<file path="src/rtl/pipeline_spi_command_master.sv">
// SPI mode-0 master: one command at a time, up to MAX_BYTES per SS-low frame, MISO bytes returned on rsp_data.
// cmd_ready is high only in IDLE, so upstream stalls for the whole frame plus the SS gap.
module pipeline_spi_command_master #(
    parameter int CLK_DIV   = 4,
    parameter int MAX_BYTES = 4,
    parameter int SS_GAP    = 4,
    parameter int LEN_W     = $clog2(MAX_BYTES + 1)
) (
    input  logic                   clk,
    input  logic                   rst,
    input  logic                   cmd_valid,
    output logic                   cmd_ready,
    input  logic [LEN_W-1:0]       cmd_len,
    input  logic [8*MAX_BYTES-1:0] cmd_data,
    output logic [8*MAX_BYTES-1:0] rsp_data,
    output logic                   rsp_valid,
    output logic                   cmd_error,
    output logic                   busy,
    output logic                   hw_spi_clk,
    output logic                   hw_spi_ss,
    output logic                   hw_spi_mosi,
    input  logic                   hw_spi_miso
);

    localparam int TOT_W   = 8 * MAX_BYTES;
    localparam int BIT_W   = $clog2(TOT_W + 1);
    localparam int CNT_MAX = (CLK_DIV > SS_GAP) ? CLK_DIV : SS_GAP;
    localparam int CNT_W   = $clog2(CNT_MAX + 1);

    typedef enum logic [2:0] {S_IDLE, S_SETUP, S_HIGH, S_LOW, S_HOLD, S_GAP} state_t;

    state_t           state_q;
    logic [CNT_W-1:0] cnt_q;
    logic [BIT_W-1:0] bit_cnt_q;
    logic [LEN_W-1:0] len_q;
    logic [TOT_W-1:0] tx_q;
    logic [TOT_W-1:0] rx_q;
    logic [TOT_W-1:0] rsp_data_q;
    logic             ready_q;
    logic             busy_q;
    logic             rsp_valid_q;
    logic             cmd_error_q;
    logic             sclk_q;
    logic             ss_q;
    logic             mosi_q;

    logic             div_end;
    logic             gap_end;
    logic             last_bit;
    logic             len_bad;
    logic [BIT_W-1:0] frame_bits;
    logic [TOT_W-1:0] rx_aligned;

    assign div_end    = (cnt_q == CNT_W'(CLK_DIV - 1));
    assign gap_end    = (cnt_q == CNT_W'(SS_GAP - 1));
    assign frame_bits = BIT_W'({len_q, 3'b000});
    assign last_bit   = (bit_cnt_q == frame_bits);
    assign len_bad    = (cmd_len == '0) || (cmd_len > LEN_W'(MAX_BYTES));
    // rx fills from the LSB; shifting by the unused width puts byte 0 at the top and zeros the unsent slots
    assign rx_aligned = rx_q << (BIT_W'(TOT_W) - frame_bits);

    always_ff @(posedge clk or posedge rst) begin
        if (rst) begin
            state_q     <= S_IDLE;
            cnt_q       <= '0;
            bit_cnt_q   <= '0;
            len_q       <= '0;
            tx_q        <= '0;
            rx_q        <= '0;
            rsp_data_q  <= '0;
            ready_q     <= 1'b0;
            busy_q      <= 1'b0;
            rsp_valid_q <= 1'b0;
            cmd_error_q <= 1'b0;
            sclk_q      <= 1'b0;
            ss_q        <= 1'b1;
            mosi_q      <= 1'b0;
        end else begin
            rsp_valid_q <= 1'b0;
            cmd_error_q <= 1'b0;
            case (state_q)
                S_IDLE: begin
                    if (cmd_valid && ready_q) begin
                        ready_q   <= 1'b0;
                        busy_q    <= 1'b1;
                        cnt_q     <= '0;
                        bit_cnt_q <= '0;
                        len_q     <= cmd_len;
                        rx_q      <= '0;
                        tx_q      <= cmd_data << 1;
                        if (len_bad) begin
                            cmd_error_q <= 1'b1;
                            state_q     <= S_GAP;
                        end else begin
                            ss_q    <= 1'b0;
                            mosi_q  <= cmd_data[TOT_W-1];
                            state_q <= S_SETUP;
                        end
                    end else begin
                        ready_q <= 1'b1;
                    end
                end
                // SETUP and LOW both end by raising SCLK and sampling MISO
                S_SETUP, S_LOW: begin
                    if (div_end) begin
                        cnt_q     <= '0;
                        sclk_q    <= 1'b1;
                        rx_q      <= {rx_q[TOT_W-2:0], hw_spi_miso};
                        bit_cnt_q <= bit_cnt_q + BIT_W'(1);
                        state_q   <= S_HIGH;
                    end else begin
                        cnt_q <= cnt_q + CNT_W'(1);
                    end
                end
                S_HIGH: begin
                    if (div_end) begin
                        cnt_q  <= '0;
                        sclk_q <= 1'b0;
                        if (last_bit) begin
                            state_q <= S_HOLD;
                        end else begin
                            mosi_q  <= tx_q[TOT_W-1];
                            tx_q    <= tx_q << 1;
                            state_q <= S_LOW;
                        end
                    end else begin
                        cnt_q <= cnt_q + CNT_W'(1);
                    end
                end
                S_HOLD: begin
                    if (div_end) begin
                        cnt_q       <= '0;
                        ss_q        <= 1'b1;
                        mosi_q      <= 1'b0;
                        rsp_valid_q <= 1'b1;
                        rsp_data_q  <= rx_aligned;
                        state_q     <= S_GAP;
                    end else begin
                        cnt_q <= cnt_q + CNT_W'(1);
                    end
                end
                S_GAP: begin
                    if (gap_end) begin
                        cnt_q   <= '0;
                        ready_q <= 1'b1;
                        busy_q  <= 1'b0;
                        state_q <= S_IDLE;
                    end else begin
                        cnt_q <= cnt_q + CNT_W'(1);
                    end
                end
                default: state_q <= S_IDLE;
            endcase
        end
    end

    assign cmd_ready   = ready_q;
    assign busy        = busy_q;
    assign rsp_valid   = rsp_valid_q;
    assign cmd_error   = cmd_error_q;
    assign rsp_data    = rsp_data_q;
    assign hw_spi_clk  = sclk_q;
    assign hw_spi_ss   = ss_q;
    assign hw_spi_mosi = mosi_q;

endmodule

</file>
<file path="config.mk">
export PLATFORM = sky130hd
export DESIGN_NAME = pipeline_spi_command_master
export DESIGN_NICKNAME = d
export VERILOG_FILES = /design/src/rtl/pipeline_spi_command_master.sv
export SDC_FILE = /design/constraint.sdc
export NUM_CORES = 1
export LEC_CHECK = 0
export BUFFER_PORTS_ARGS = -buffer_cell sky130_fd_sc_hd__clkbuf_2
export CORE_MARGIN = 1.5
export CORE_UTILIZATION = 55
export DETAILED_ROUTE_END_ITERATION = 8
export GPL_TIMING_DRIVEN = 0
export PLACE_DENSITY_LB_ADDON = 0.08
export SYNTH_ARGS = -nofsm -noshare
export SYNTH_HDL_FRONTEND = slang
export SYNTH_SLANG_ARGS = --single-unit
</file>
<file path="constraint.sdc">
create_clock -name clk -period 7.87 [get_ports clk]
set_clock_uncertainty 0.1 [all_clocks]
set_input_delay 0.787 -clock clk [delete_from_list [all_inputs] [get_ports clk]]
set_output_delay 0.787 -clock clk [all_outputs]
set_load 0.01 [all_outputs]
</file>
==> results.md <==
Cells and area:
- The number of nets in the layout is 609.
- The antenna diode count is 0.
- Compared with the post-synthesis result, the final layout area differs by 20.9%.
- In the final layout, the share of cells above drive strength 1 is 0.263.

Global routing:
- In this run the most used layer during global routing was met2.
- For this run, the total global-route usage over all layers was measured as 0.258.
- The initial antenna violation count came to 0.
- The first-pass GRT wire length is 20600 um.
- Entering global routing, the biggest net connects 67 pins.
- The met1 capacity usage during global routing is 0.351.
- For met2 alone, demand over resource in global routing was 0.412.
- After global routing the overflow that remains totals 0.
- In the global route stage, met3 resource usage came out at 0.0637.
- The via count of the first global-routing pass is 4074.

Worst setup path:
- The worst path required time is 8.22 ns.
- Walking the worst path, the cells encountered are buf_4 > buf_2 > inv_1 > ha_1 > clkbuf_1 > or4b_1 > clkbuf_1 > nor2_4 > a22o_1.
- The highest net fanout along the worst path is 10.
- STA classifies the critical path startpoint as a flip-flop.
- The master of the slowest instance on the critical path is sky130_fd_sc_hd__or4b_1.
- In this design, the stage delay of the slowest critical-path cell is 0.57 ns.
- The worst setup path is captured at a flip-flop.
- The critical path is of the reg -> reg type.
- The most common cell type on the critical path is sky130_fd_sc_hd__clkbuf_1.
- STA puts the critical path data arrival time at 3.26 ns.

Power and ir drop:
- The switching component of the power is 0.000287 W.
- Cell internal power was estimated by the tool at 0.00108 W.
- The proportion of power drawn by combinational gates is 0.026.
- The share of power burned in registers is 0.444.
- Power spread over the standard cell area amounts to 207 nW/um2.
- Across the VDD grid, the largest voltage drop is 0.000156 V.
- The proportion of power drawn by the clock network is 0.531.
- The analysis attributes to cell leakage a power of 3.33 nW.
- The switching share of total power is 0.210.

Synthesis:
- The largest area contributor in the synthesized netlist is sky130_fd_sc_hd__dfrtp_1.
- By count the netlist is led by 116 x sky130_fd_sc_hd__dfrtp_1, 51 x sky130_fd_sc_hd__nand2_1, 47 x sky130_fd_sc_hd__a22o_1.
- The post-synthesis net count is 512.
- Of the post-synthesis cell area, the dominant cell type holds 0.532.
- The main flop type after synthesis is sky130_fd_sc_hd__dfrtp_1.
- The proportion of register bits with asynchronous set or reset after synthesis is 1.00.
- The number of flops mapped to enable cells by yosys is 0.
- The most frequently used cell type in the post-synthesis netlist is sky130_fd_sc_hd__dfrtp_1.
- The share of the Yosys chip area taken by registers is 0.537.
- The netlist area before placement is 5460 um2.
- The count of unique library cells instantiated by Yosys is 54.
- The mean instance size in the synthesized netlist is 11.6 um2.
- In this run, synthesis produced a sequential element count of 117.
- By area the synthesized netlist is led by sky130_fd_sc_hd__dfrtp_1 53%, sky130_fd_sc_hd__a22o_1 7.5%, sky130_fd_sc_hd__a2bb2oi_2 5.5%.
- Synthesis produced a netlist whose cell count is 469.
- The Yosys step of the flow raised 0 warnings.

STA:
- The post-route clock period utilization is 0.369.
- The max-slew headroom at the worst pin is 0.575.
- For the final routed database, the setup TNS stands at 0 ns.
- The worst hold margin is 0.205 ns.
- The number of hold violations in the final report is 0.
- Setup violations remaining at the end of the flow were counted as 0.
- Subtracting the final worst setup slack from the clock period gives 2.91 ns.
- Setup repair after global routing left no endpoint under its margin.
- The number of pins with negative max-slew slack in the final report is 0.
- The slew at the pin closest to its max-slew limit is 0.635 ns.
- The maximum frequency from static timing analysis is 344 MHz.

Clock network:
- The clock-pin slew on the worst setup and hold paths is 0.05 ns.
- The tree is rooted in a sky130_fd_sc_hd__clkbuf_8.
- The post-CTS setup-driven buffer insertion count is 0.
- The clock passes through at most 2 buffers.
- The tree built by TritonCTS fans out to 117 sinks.
- CTS built an H-tree with a depth of 4.
- The CTS tree is done.
- The number of clock buffers added by TritonCTS is 17.
- The number of hold-repair buffers added at the cts stage is 0.
- The number of instances resized during post-cts repair is 0.
- The clock reaches the later pin of the worst-skew pair after 0.52 ns.

Floorplanning:
- The width of the die is 103 um.
- For this configuration, the core starts out at a cell density of 0.563.
- The overall die area is 10500 um2.
- The core region is 9680 um2.
- The die extent in y is 103 um.
- The row count is 36.
- The I/O pin count is 78.

Drt:
- The number of vias per cell is 5.84.
- The remaining design rule violation count is 0.
- The number of vias in the routed layout is 4161.
- The detailed-router iteration count before antenna repair is 4.
- Wires add up to 12500 um.
- The average wire per standard cell is 17.6 um.
- The number of nets still failing antenna checks after routing is 0.
- For this block, the initial DRC count from the detailed router was 204.

Placement:
- At the end of routability-driven placement, the weighted congestion stood at 0.893.
- The wire-length estimate of the detail-placed layout is 8740 um.
- Input and output buffers added on the ports amount to 77.

Min path:
- The class of the most critical hold timing path is in -> async.

Run status:
- The flow ran to the end, and the final reports show no timing, DRC or antenna violations.

Job:
- The tool flagged a number of max-cap violations equal to 0.
[cell families after synthesis]
family,synth area share
and+or+nand+nor,0.0901
adders and majority gates,0.00917
DFF,0.537
buffers and inverters,0.0422
xor gates and xnor gates,0.00963
AOI/OAI and AO/OA,0.264
muxes,0.0482
[metal layers]
metal / vias to the layer above / wire length, um
li1: 1971 / -
met1: 2071 / 5830
met2: 107 / 6030
met5: - / 0
met3: 12 / 546
met4: 0 / 125
[critical path: cells and delay by family (launching register included)]
family,cells,cell delay (ns)
buffers and inverters,5,1.14
AND/OR/NAND/NOR,2,0.81
flip-flops,1,0.32
adder cells (fa/ha/maj),1,0.30
AO/OA/AOI/OAI,1,0.16
[state kept, by name (all words and copies together) (netlist names), 3 cells and up]
name	count
bit_cnt_q	6
cnt_q	3
len_q	3
rsp_data	32
rx_q	32
state_q	3
tx_q	31
[stage by stage]
stage | power, W | instance area (um2) | util | instances | setup slack [ns]
6_report | 0.00137 | 6600 | 0.681 | 712 | 4.96
5_1_grt | 0.00141 | 6600 | 0.681 | 712 | 4.81
4_1_cts | 0.00138 | 6600 | 0.681 | 712 | 4.95
3_5_place_dp | 0.000653 | 6040 | 0.624 | 680 | 4.98
3_3_place_gp | 0.000650 | 6010 | 0.620 | 679 | 2.61
2_1_floorplan | 0.000635 | 5460 | - | 469 | 3.88
[cell type report]
type,count,area [um2]
plain buffers,38,185
clock inverters,10,105
fillers,752,3090
well taps,133,166
repair buffers,78,413
flip-flops and latches,117,2930
multi-input cells,302,2300
inverters,12,50.0
clock buffers,22,453
[layout by cell type (no fill, tap or decap), drive strengths merged, types with 5 or more instances in the layout]
| master | n |
|---|---|
| nand2 | 51 |
| o22ai | 32 |
| a32o | 10 |
| buf | 20 |
| nand3 | 5 |
| nor2 | 14 |
| clkinv | 6 |
| a22o | 47 |
| a2bb2oi | 29 |
| a21oi | 8 |
| dfrtp | 116 |
| inv | 12 |
| o21ai | 25 |
| clkbuf | 118 |
| mux2i | 24 |
[power by group through the flow]
stage	Clock (W)	Combinational, W	Sequential (W)
2_1_floorplan	0	0.0000190	0.000616
3_3_place_gp	0	0.0000332	0.000617
3_5_place_dp	0	0.0000360	0.000617
4_1_cts	0.000733	0.0000364	0.000607
5_1_grt	0.000767	0.0000404	0.000607
6_report	0.000726	0.0000353	0.000607
[path summary, 6_finish.rpt]
check / start / end / slack [ns] / cells after the start
max: len_q[0] / rsp_data[4] / 4.96 / 9
min: rst / rx_q[4] / 0.21 / 2
max reg2reg: len_q[0] / rsp_data[4] / 4.96 / 9
min reg2reg: rsp_data[8] / rsp_data[8] / 0.38 / 2
max in group asynchronous: rst / hw_spi_ss / 6.78 / 3
min in group clk: rsp_data[8] / rsp_data[8] / 0.38 / 2
(Power assumes the default switching activity.)
